--- src/rtl/mem_port_arbiter.sv ---
// mem_port_arbiter: shares one byte-serial RAM controller between instruction fetch and load/store.
// Build option: define ARB_ROUND_ROBIN_EN to alternate grants on conflicts instead of fixed LS > IF priority.
module mem_port_arbiter #(
   parameter int ADDR_W = 32,
   parameter int DATA_W = 32
) (
   input  logic              clk,
   input  logic              rst,
   input  logic              if_req,
   input  logic [ADDR_W-1:0] if_addr,
   input  logic              if_flush,
   output logic              if_valid,
   output logic [DATA_W-1:0] if_instr,
   input  logic              lsu_load,
   input  logic              lsu_store,
   input  logic [ADDR_W-1:0] lsu_addr,
   input  logic [DATA_W-1:0] lsu_wdata,
   input  logic [2:0]        lsu_len,
   input  logic              lsu_signed,
   output logic              lsu_done,
   output logic [DATA_W-1:0] lsu_rdata,
   output logic              mc_start,
   output logic [1:0]        mc_kind,
   output logic [ADDR_W-1:0] mc_addr,
   output logic [DATA_W-1:0] mc_wdata,
   output logic [2:0]        mc_len,
   output logic              mc_signed,
   input  logic              mc_busy,
   input  logic              mc_done,
   input  logic [DATA_W-1:0] mc_rdata
);

   typedef enum logic [1:0] {S_IDLE, S_WAIT, S_RESP} state_t;

   localparam logic [1:0] KIND_STORE = 2'b01;
   localparam logic [1:0] KIND_LOAD  = 2'b10;
   localparam logic [1:0] KIND_FETCH = 2'b11;

   state_t              state_q, state_d;
   logic                gnt_ls_q, gnt_ls_d;   // 1: load/store owns the controller, 0: fetch
   logic                drop_q, drop_d;
   logic                mc_start_q, mc_start_d;
   logic [1:0]          mc_kind_q, mc_kind_d;
   logic [ADDR_W-1:0]   mc_addr_q, mc_addr_d;
   logic [DATA_W-1:0]   mc_wdata_q, mc_wdata_d;
   logic [2:0]          mc_len_q, mc_len_d;
   logic                mc_signed_q, mc_signed_d;
   logic                if_valid_q, if_valid_d;
   logic [DATA_W-1:0]   if_instr_q, if_instr_d;
   logic                lsu_done_q, lsu_done_d;
   logic [DATA_W-1:0]   lsu_rdata_q, lsu_rdata_d;

   logic ls_req, if_elig, pick_ls, issue;

`ifdef ARB_ROUND_ROBIN_EN
   logic last_gnt_ls_q, last_gnt_ls_d;
`endif

   // Winner selection; a fetch is never eligible in the cycle a flush arrives.
   always_comb begin
      ls_req  = lsu_load | lsu_store;
      if_elig = if_req & ~if_flush;
`ifdef ARB_ROUND_ROBIN_EN
      if (ls_req && if_elig) pick_ls = ~last_gnt_ls_q;
      else                   pick_ls = ls_req;
`else
      pick_ls = ls_req;
`endif
      issue = (state_q == S_IDLE) && !mc_busy && (ls_req || if_elig);
   end

   // NOTE: every signal gets its hold/default value first so no path can infer a latch.
   always_comb begin
      state_d     = state_q;
      gnt_ls_d    = gnt_ls_q;
      drop_d      = drop_q;
      mc_start_d  = 1'b0;
      mc_kind_d   = mc_kind_q;
      mc_addr_d   = mc_addr_q;
      mc_wdata_d  = mc_wdata_q;
      mc_len_d    = mc_len_q;
      mc_signed_d = mc_signed_q;
      if_valid_d  = 1'b0;
      if_instr_d  = if_instr_q;
      lsu_done_d  = 1'b0;
      lsu_rdata_d = lsu_rdata_q;

      case (state_q)
         S_IDLE: begin
            if (issue) begin
               state_d    = S_WAIT;
               mc_start_d = 1'b1;
               gnt_ls_d   = pick_ls;
               drop_d     = 1'b0;
               if (pick_ls) begin
                  mc_kind_d   = lsu_store ? KIND_STORE : KIND_LOAD;
                  mc_addr_d   = lsu_addr;
                  mc_wdata_d  = lsu_wdata;
                  mc_len_d    = lsu_len;
                  mc_signed_d = lsu_signed;
               end else begin
                  mc_kind_d   = KIND_FETCH;
                  mc_addr_d   = if_addr;
                  mc_wdata_d  = '0;
                  mc_len_d    = 3'd4;
                  mc_signed_d = 1'b0;
               end
            end
         end
         S_WAIT: begin
            if (!gnt_ls_q && if_flush) drop_d = 1'b1;
            if (mc_done) begin
               if (gnt_ls_q) begin
                  lsu_done_d  = 1'b1;
                  lsu_rdata_d = (mc_kind_q == KIND_STORE) ? '0 : mc_rdata;
                  state_d     = S_RESP;
               end else if (!(drop_q || if_flush)) begin
                  if_valid_d = 1'b1;
                  if_instr_d = mc_rdata;
                  state_d    = S_RESP;
               end else begin
                  // A flushed fetch completes silently and skips the response cycle.
                  state_d = S_IDLE;
               end
            end
         end
         S_RESP:  state_d = S_IDLE;
         default: state_d = S_IDLE;
      endcase
   end

   // NOTE: sequential state uses non-blocking assignments so all flops update from pre-edge values.
   always_ff @(posedge clk) begin
      if (rst) begin
         state_q     <= S_IDLE;
         gnt_ls_q    <= 1'b0;
         drop_q      <= 1'b0;
         mc_start_q  <= 1'b0;
         mc_kind_q   <= '0;
         mc_addr_q   <= '0;
         mc_wdata_q  <= '0;
         mc_len_q    <= '0;
         mc_signed_q <= 1'b0;
         if_valid_q  <= 1'b0;
         if_instr_q  <= '0;
         lsu_done_q  <= 1'b0;
         lsu_rdata_q <= '0;
      end else begin
         state_q     <= state_d;
         gnt_ls_q    <= gnt_ls_d;
         drop_q      <= drop_d;
         mc_start_q  <= mc_start_d;
         mc_kind_q   <= mc_kind_d;
         mc_addr_q   <= mc_addr_d;
         mc_wdata_q  <= mc_wdata_d;
         mc_len_q    <= mc_len_d;
         mc_signed_q <= mc_signed_d;
         if_valid_q  <= if_valid_d;
         if_instr_q  <= if_instr_d;
         lsu_done_q  <= lsu_done_d;
         lsu_rdata_q <= lsu_rdata_d;
      end
   end

`ifdef ARB_ROUND_ROBIN_EN
   always_comb begin
      last_gnt_ls_d = last_gnt_ls_q;
      if (issue) last_gnt_ls_d = pick_ls;
   end

   always_ff @(posedge clk) begin
      if (rst) last_gnt_ls_q <= 1'b0;
      else     last_gnt_ls_q <= last_gnt_ls_d;
   end
`endif

   assign if_valid  = if_valid_q;
   assign if_instr  = if_instr_q;
   assign lsu_done  = lsu_done_q;
   assign lsu_rdata = lsu_rdata_q;
   assign mc_start  = mc_start_q;
   assign mc_kind   = mc_kind_q;
   assign mc_addr   = mc_addr_q;
   assign mc_wdata  = mc_wdata_q;
   assign mc_len    = mc_len_q;
   assign mc_signed = mc_signed_q;

endmodule
--- config.mk ---
export PLATFORM = sky130hd
export DESIGN_NAME = mem_port_arbiter
export DESIGN_NICKNAME = d
export VERILOG_FILES = /design/src/rtl/mem_port_arbiter.sv
export SDC_FILE = /design/constraint.sdc
export NUM_CORES = 1
export LEC_CHECK = 0
export CORE_MARGIN = 10
export CORE_UTILIZATION = 39
export CTS_CLUSTER_SIZE = 28
export DETAILED_ROUTE_END_ITERATION = 12
export GPL_ROUTABILITY_DRIVEN = 0
export PLACE_DENSITY = 0.8
export SKIP_CTS_REPAIR_TIMING = 1
export SLEW_MARGIN = 20
export SYNTH_ARGS = -nofsm -noshare
export SYNTH_HDL_FRONTEND = slang
export SYNTH_SLANG_ARGS = --single-unit
--- constraint.sdc ---
create_clock -name clk -period 1.9 [get_ports clk]
set_input_delay 0.19 -clock clk [delete_from_list [all_inputs] [get_ports clk]]
set_output_delay 0.19 -clock clk [all_outputs]
set_load 0.005 [all_outputs]
# After elaboration in Yosys (flattened, before gate mapping)
# Index checks and enable logic that the tools add are counted.
[totals]
register_bits = 141
out_inout_bits = 137
word_cells = 61
[op_classes]
n_eq_ne = 5
mux = 18
n_bitwise = 8
reduce_logical = 17
[op_table]
columns = ["op", "n"]
rows = [
  ["32-bit two-way mux", 3],
  ["2-bit two-way mux", 6],
  ["1-bit two-way mux", 6],
  ["2-bit != test (second input constant)", 3],
  ["1-bit NOT", 6],
  ["3-bit AND reduction", 2],
  ["2-bit by 1-bit == test with 1-bit output (second input constant)", 2],
  ["2-bit case mux with 2 select lines", 1],
  ["2-bit AND reduction", 2],
  ["4-bit AND reduction", 1],
  ["4-bit OR reduction", 1],
  ["1-bit logical AND", 3],
  ["3-bit two-way mux", 1],
  ["3-bit OR reduction", 1],
  ["1-bit zero test", 2],
  ["2-bit zero test", 1],
  ["1-bit logical OR", 2],
  ["1-bit case mux with 2 select lines", 1],
  ["2-bit nonzero test", 1],
  ["2-bit OR reduction", 1],
  ["1-bit AND", 1],
  ["1-bit bitwise OR", 1],
]

# Depth between registers and ports, before layout
[logic_depth]
depth_word = 6
mapped_depth = 7

# Worst setup path before layout
# OpenSTA, ideal clock, no wires.
[synth_timing]
kind = "flip-flop to flip-flop"
from = "reg state_q[1]"
to = "reg mc_addr_q[22], in the netlist mc_addr[22]"
setup_ns = 0.145
t_arrival_ns = 1.227
path_slack_ns = 0.528
stages_incl_launch_ff = 7
path_buffers = 3
cell_sequence = "dfxtp_1 nor3_2 o31a_1 buf_2 buf_2 buf_6 a311oi_2"
[synth_between]
elab_chain_len = 4
[synth_lines]
columns = ["item", "line_no", "rtl"]
rows = [
  ["from (decl)", "39", "state_t state_q, state_d;"],
  ["from (signal assigned)", "149", "state_q <= state_d;"],
  ["2-bit zero test *", "69, 88", ""],
  ["1-bit logical AND (2 in series)", "69", "issue = (state_q == S_IDLE) && !mc_busy && (ls_req || if_elig);"],
  ["2-bit AND reduction (no source line) *", "--", ""],
  ["to (signal assigned)", "154", "mc_addr_q <= mc_addr_d;"],
  ["to (decl)", "44", "logic [ADDR_W-1:0] mc_addr_q, mc_addr_d;"],
]
# Mark *: on every way between the ends. The rest lies on a longest branch, timed or not.
# A chain may end at the register's enable or synchronous reset.

# Worst setup path after layout
[layout_timing]
from = "reg mc_kind_q[0], in the netlist mc_kind[0]"
to = "out mc_kind[0]"
[layout_rtl]
columns = ["item", "line_no", "rtl"]
rows = [
  ["from (decl)", "43", "logic [1:0] mc_kind_q, mc_kind_d;"],
  ["from (signal assigned)", "153", "mc_kind_q <= mc_kind_d;"],
  ["to (decl)", "23", "output logic [1:0] mc_kind,"],
]
# No word-level cell between the ends.

==> out/results.ini <==
[synth]
synthArstFlopShare = 0
synthTopCellsByArea = dfxtp_1 (54%), nand2_1 (9.1%), a21oi_1 (6.3%), nor2_1 (5.5%), a22oi_1 (5.0%)
syn-num-nets = 764
ys_ff_latch = 141
synthFlopType = dfxtp_1
yosysUniqueCellTypes = 30
synth_mux_area_frac = 0
synth_compound_area_frac = 0.219
synthSimpleGateAreaFrac = 0.194
synth_top_family_by_area = compound AO/OA/AOI/OAI gates
syn_inst = 624
syn_area_um2 = 5260
yosysTopAreaCell = dfxtp_1
synth_fa_ha_area_frac = 0
ys_seq_area_frac = 0.537
syn_area_per_cell_um2 = 8.42
synthXorXnorAreaFrac = 0
synth-edff-count = 0
synth.top_cell.area_share = 0.537
ys.warnings.count = 0

[cts]
clockBufferDepth = 2
insertion_delay_ns = 0.41
root_buffer = clkbuf_16
path_clk_slew_ns = 0.05
cts_buffers = 17
tritoncts = built
htreeDepth = 4
cts.sinks = 141

[worst_setup_path]
setup.worst_path.start_class = register
reg2reg_depth = 5
cp.arrival_ns = 1.32
worstReg2RegStart = state_q[1]
critPathMaxStageDelay_ns = 0.55
setup.worst_path.class = register to output port
crit_buf_inv = 1
end_kind = output port
r2r_slack_ns = 0.48
crit_chain = clkdlybuf4s50_1
crit_family = buffers and inverters
cp_max_fo = 3
crit_slowest_cell = clkdlybuf4s50_1
required_ns = 1.71
r2r_end = lsu_rdata[31]

[timing]
setup_violations = 0
skew_ns = 0.00747
fin_crit_sh = 0.794
hold_violations = 0
slew_headroom = 0.741
max_freq_mhz = 663
max_slew.worst_pin.slew_ns = 0.389
drv_slew = 0
timing.setup.tns_ns = 0
rsz0062_at_grt = false
period_needed_ns = 1.51

[pwr]
leakage_nw = 3.13
power_w = 0.00788
p_per_area_nw_per_um2 = 882
ir_drop_v = 0.000565

[routing]
num_vias = 5414
viasPerCell = 5.06
route.detailed.drc = 0
totalWireLength_um = 18800
drtPass1Iterations = 4
routedWlPerCell_um = 17.5
drt-initial-drc-count = 297
ant_nets = 0

[placement]
dp_hpwl_um = 13800
portBuffers = 276

[floorplanning]
die_h_um = 136
io_pins = 277
core_area_um2 = 13200
rows = 42
design.die.area_um2 = 18500
die_w_um = 136
initial_utilization = 0.397

[cells_and_area]
regArea_um2 = 2820
area_delta_synth_final_pct = 69.9
drive_gt1_frac = 0.0782
fillCellCount = 1092
layout_commonest_cell = clkdlybuf4s50_1
diodes = 0
multi_input_area_um2 = 2200
nets = 1022
final_cell_mix = clkdlybuf4s50_1 (275), dfxtp_1 (141), nand2_1 (128)

[grt]
grtUsageTotal = 0.192
overflow = 0
antenna_found_initial = 0
grt_first_pass_wirelength_um = 28200
grt_pass1_vias = 5213
grt_max_degree = 45

[worst_hold_path]
worstHoldPathType = input port to register
hold-path-endpoint = mc_len[2]
hold_depth = 2
min-delay-start = rst

[job]
drv_cap = 0

[run_status]
outcome = complete, no violations

==> power breakdown <==
part           switching [W]  total, W  internal, W
clock                0.00121   0.00355      0.00233
sequential         0.0000765   0.00318      0.00310
combinational       0.000481   0.00115     0.000668
==> sequential cells by signal, summed over array words and instances (netlist names) <==
signal / cells
lsu_done: 1
if_instr: 32
mc_wdata: 32
drop_q: 1
mc_len: 3
mc_start: 1
mc_kind: 2
gnt_ls_q: 1
lsu_rdata: 32
state_q: 2
mc_addr: 32
mc_signed: 1
if_valid: 1
==> kinds of logic (layout without fill, tap and decap cells) <==
kind of cell	Yosys count	in the layout
compound gates	172	172
buf+inv	61	332
flops	141	141
simple gates	250	250
==> synthesized netlist by cell type, types with 2 or more instances <==
| cell type | count |
|---|---|
| dfxtp_1 | 141 |
| nand2_1 | 128 |
| nor2_1 | 77 |
| a21oi_1 | 66 |
| clkbuf_1 | 36 |
| a22oi_1 | 35 |
| nand3_1 | 33 |
| o21ai_0 | 33 |
| a311oi_1 | 23 |
| buf_2 | 18 |
| a311oi_2 | 10 |
| buf_1 | 3 |
| inv_1 | 2 |
| nand2b_1 | 2 |
| nor2b_1 | 2 |
==> worst max path at each step <==
stage,end,startpoint,slack [ns],cells past startpoint
final,mc_kind[0],mc_kind[0],0.39,1
after global routing,if_instr[26],state_q[1],0.34,5
after CTS,mc_kind[0],mc_kind[0],0.36,1
after detailed placement,mc_addr[6],if_flush,0.009,6
after global placement,mc_addr[23],if_flush,0.08,6
after floorplan,mc_addr[22],state_q[1],0.53,6
==> per-layer routing <==
layer,vias up,track usage,part of all wire
met5,-,0,0
met2,196,0.324,0.49
li1,2670,-,-
met1,2532,0.213,0.40
met4,0,0.0722,0.014
met3,16,0.0779,0.089
==> through the flow <==
| stage | instances | cell area, um^2 | setup WS (ns) | hold WS (ns) | util |
|---|---|---|---|---|---|
| 5_1_grt | 1071 | 8930 | 0.341 | 0.170 | 0.674 |
| 2_1_floorplan | 624 | 5260 | 0.528 | 0.326 | - |
| 3_5_place_dp | 1039 | 8280 | 0.00922 | 0.442 | 0.626 |
| 3_3_place_gp | 1039 | 8280 | 0.0808 | 0.437 | 0.626 |
| 4_1_cts | 1071 | 8930 | 0.364 | 0.148 | 0.674 |
| 6_report | 1071 | 8930 | 0.392 | 0.177 | 0.674 |
==> layout make-up <==
type | instances | area share
clock buffer | 22 | 0.0542
multi-input combinational | 422 | 0.246
timing repair buffer | 298 | 0.340
sequential | 141 | 0.316
inverter | 2 | 0.000841
tap | 176 | 0.0247
clock inverter | 10 | 0.0178
(Power assumes the default switching activity.)
==> RTL edit 1: new RTL, same settings <==
Build with the macro `ARB_ROUND_ROBIN_EN` defined.
--- a/src/rtl/mem_port_arbiter.sv
+++ b/src/rtl/mem_port_arbiter.sv
@@ -1,4 +1,6 @@
 // mem_port_arbiter: shares one byte-serial RAM controller between instruction fetch and load/store.
 // Build option: define ARB_ROUND_ROBIN_EN to alternate grants on conflicts instead of fixed LS > IF priority.
+`define ARB_ROUND_ROBIN_EN
+
 module mem_port_arbiter #(
    parameter int ADDR_W = 32,
Check against the original RTL: no difference found for any inputs over 4 cycles, from zero or initial values and one cycle with rst high; that may be too few to reach the edited logic, so the function may still have changed.
==> RTL edit 1 against the unedited design <==
Final area down 0.43%; wire length up 4.2%; utilization down 0.56 points; setup slack worse by 160 ps; fmax is 9.7% lower; sequential cell count up 1; area after synthesis up 0.74%; non-clock buffer count is 1 lower; die area rose by 0.63%; total power shrank 0.80%; critical endpoint is now mc_wdata[11]; largest power group unchanged.
==> RTL edit 1: results <==
metrics = {
    "critical_path": {
        "crit_start": "state_q[1]",
        "cp_max_fo": 18,
        "arrival_ps": 2020,
        "rrSetupSlack_ps": 230,
        "worstSetupEndpoint": "mc_wdata[11]",
        "rr_worst_depth": 4,
    },
    "placement": {
        "post-place-ws_ps": -174,
        "placed_cell_area_um2": 8270,
        "dp_hpwl_mm": 13.9,
    },
    "yosys": {
        "avgSynthCellArea_um2": 9.03,
        "syn_inst": 586,
        "synth_common_cells": "dfxtp_1, nand2_1, a21oi_1",
        "ys_ff_latch": 142,
    },
    "drt": {
        "wl_per_cell_um": 18.7,
        "post_drt_via_cell_ratio": 5.06,
        "vias": 5281,
        "firstDrtPassIters": 5,
        "drt_iter0_drc": 337,
    },
    "global_routing": {
        "grtUsageTotal_pct": 19.9,
        "grt_pass1_wl_mm": 29.0,
        "grt_pass1_vias": 5231,
    },
    "timing": {
        "fin_crit_sh_pct": 87.9,
        "fin_skew_ps": 9.90,
        "hold_ws_ps": 311,
        "slew_headroom_pct": 47.8,
    },
    "final_layout": {
        "clock_area_share_pct": 6.88,
        "bufAreaShareNonClock_pct": 34.0,
        "multi_input_gates": 396,
        "sh_seq_area_pct": 32.0,
        "drive_gt1_share_pct": 9.56,
        "ff_latch_area_um2": 2840,
        "nets": 995,
        "clock_buffers": 23,
        "fill_cells": 1073,
        "multi_input_area_um2": 2190,
    },
    "run_status": {
        "status": "completed",
    },
    "power_and_ir_drop": {
        "p_leak_nw": 3.22,
        "ir_drop_mv": 0.632,
    },
    "min_path": {
        "holdPathEnd": "mc_wdata[17]",
        "hold_depth": 3,
    },
}
==> RTL edit 1: report_power, final <==
| part | switching, mW | internal (mW) | leakage (nW) |
|---|---|---|---|
| sequential | 0.0814 | 3.13 | 1.16 |
| clock | 1.23 | 2.17 | 0.297 |
| combinational | 0.504 | 0.692 | 1.77 |
| total | 1.82 | 5.99 | 3.22 |
==> RTL edit 1: metal layers <==
metal	GRT usage (%)	up-vias	share of wire, %
met5	0	-	0
met4	7.57	0	2.2
met3	8.54	25	10
met2	32.8	224	49
met1	22.3	2469	38
li1	-	2563	-
==> RTL edit 1: kinds of logic (layout without fill, tap and decap cells) <==
logic type,count (synthesis),after routing,synth area share (%)
and+or+nand+nor,225,226,18.2
DFF,142,142,53.7
buffers and inverters,49,330,5.32
AOI/OAI and AO/OA,170,170,22.8
==> RTL edit 1: critical path: stages (launching register included) <==
cell	delay, ps
dfxtp_1	340
nor3_4	290
nand3_1	310
nor2_4	470
a22o_1	210
==> RTL edit 2: new RTL, same flow settings <==
Without the edit above. Re-encode `state_t` (3 states) as one-hot, 3 bits wide.
--- a/src/rtl/mem_port_arbiter.sv
+++ b/src/rtl/mem_port_arbiter.sv
@@ -31,5 +31,5 @@
 );
 
-   typedef enum logic [1:0] {S_IDLE, S_WAIT, S_RESP} state_t;
+   typedef enum logic [2:0] {S_IDLE = 3'b001, S_WAIT = 3'b010, S_RESP = 3'b100} state_t;
 
    localparam logic [1:0] KIND_STORE = 2'b01;
Check against the original RTL: same outputs for any inputs over 4 cycles, from zero or initial values and one cycle with rst high; so few cycles prove little.
==> RTL edit 2 against the unedited design <==
Area after synthesis rose by 4.5%; sequential cell count rose by 1; final area rose by 1.9%; die area rose by 3.8%; wire length rose by 3.1%; utilization fell by 1.6 points; total power rose by 2.0%; count of clock-buffer cells in the layout fell by 3; setup slack got worse by 250 ps.
==> RTL edit 2: results <==
metrics = {
    "final_layout": {
        "nets": 1025,
        "fill_cells": 1116,
        "drive_gt1_share_pct": 10.2,
    },
    "yosys": {
        "synth_area_leaders": "dfxtp_1, nand2_1, a311oi_2",
        "synth-compound-area-share_pct": 23.7,
        "ys_seq_area_share_pct": 51.8,
        "syn_nets": 767,
        "synth_cell_types": 29,
        "synth_ff_type": "dfxtp_1",
        "synth_common_cells": "dfxtp_1, nand2_1, nor2_1",
    },
    "placement": {
        "post-place-ws_ps": -142,
        "dp_hpwl_mm": 13.9,
    },
    "drt": {
        "firstDrtPassIters": 5,
        "drt_iter0_drc": 238,
    },
    "critical_path": {
        "arrival_ps": 2090,
        "rr_worst_depth": 5,
        "cp_max_fo": 36,
        "timing.rr.end": "mc_addr[0]",
        "r2r-start": "state_q[2]",
    },
    "global_routing": {
        "grt_max_degree": 46,
        "grtUsageTotal_pct": 19.2,
        "grt_pass1_wl_mm": 30.0,
    },
    "power_and_ir_drop": {
        "netSwitchingFraction_pct": 23.1,
        "ir_drop_mv": 0.700,
        "p_leak_nw": 3.14,
    },
    "min_path": {
        "holdPathEnd": "if_instr[27]",
    },
    "timing": {
        "worstMarginPinSlew_ps": 418,
        "fin_skew_ps": 6.16,
    },
    "run_status": {
        "status": "completed",
    },
}
==> RTL edit 2: cell count changes after synthesis, moves of 2 or more <==
cell / unedited run / this run
nor2_1: 77 / 75
nor2b_1: 2 / 0
nor3b_1: 0 / 2
a311oi_1: 23 / 0
a311oi_2: 10 / 32
buf_1: 3 / 1
buf_2: 18 / 7
buf_4: 1 / 5
buf_6: 1 / 8
nor3_1: 1 / 3
==> RTL edit 2: cell type report <==
| class | count | area (um^2) | area share, % |
|---|---|---|---|
| clock buffers | 19 | 453 | 4.98 |
| repair buffers | 297 | 3020 | 33.2 |
| inverters | 1 | 3.75 | 0.0413 |
| clock inverters | 13 | 211 | 2.32 |
| multi-input cells | 426 | 2340 | 25.7 |
| well taps | 180 | 225 | 2.48 |
| flip-flops and latches | 142 | 2840 | 31.3 |
==> RTL edit 2: worst max-delay path by stage <==
| stage | start | endpoint | depth (start not counted) |
|---|---|---|---|
| 2_1_floorplan | state_q[2] | mc_wdata[10] | 7 |
| 3_3_place_gp | mc_busy | mc_addr[26] | 6 |
| 3_5_place_dp | mc_busy | mc_addr[23] | 6 |
| 4_1_cts | state_q[2] | mc_addr[23] | 5 |
| 5_1_grt | state_q[2] | mc_addr[8] | 5 |
| 6_report | state_q[2] | mc_addr[0] | 5 |
==> RTL edit 2: stage by stage <==
| stage | cell area [um^2] | std cells | hold slack [ps] | total power [mW] |
|---|---|---|---|---|
| after CTS | 9090 | 1078 | 188 | 8.10 |
| after floorplan | 5490 | 627 | 330 | 3.72 |
| final | 9100 | 1078 | 210 | 8.03 |
| after global placement | 8430 | 1046 | 437 | 4.37 |
| after global routing | 9100 | 1078 | 205 | 8.32 |
| after detailed placement | 8430 | 1046 | 443 | 4.39 |
==> RTL edit 2: metal layers <==
metal	global-route usage, %	share of wire (%)
met5	0	0
met4	6.21	1.6
met3	9.66	11
met2	32.0	49
met1	20.9	39
==> RTL edit 2: critical path, cell delays in order (launching register included) <==
cell      delay [ps]
dfxtp_1          330
or4b_4           590
a21oi_4          190
buf_12           240
nor2_1            90
a311oi_2         240
==> RTL edit 2: logic make-up (layout without fill, tap and decap cells) <==
kind of cell / Yosys count / after routing
buffers and inverters: 59 / 330
and+or+nand+nor: 253 / 253
DFF: 142 / 142
AOI/OAI and AO/OA: 173 / 173
==> RTL edit 2: power groups by stage <==
stage	combinational, mW	clock [mW]	sequential, mW
3_5_place_dp	1.15	0	3.24
6_report	1.15	3.71	3.18
4_1_cts	1.16	3.77	3.18
3_3_place_gp	1.14	0	3.23
2_1_floorplan	0.472	0	3.25
5_1_grt	1.24	3.89	3.19
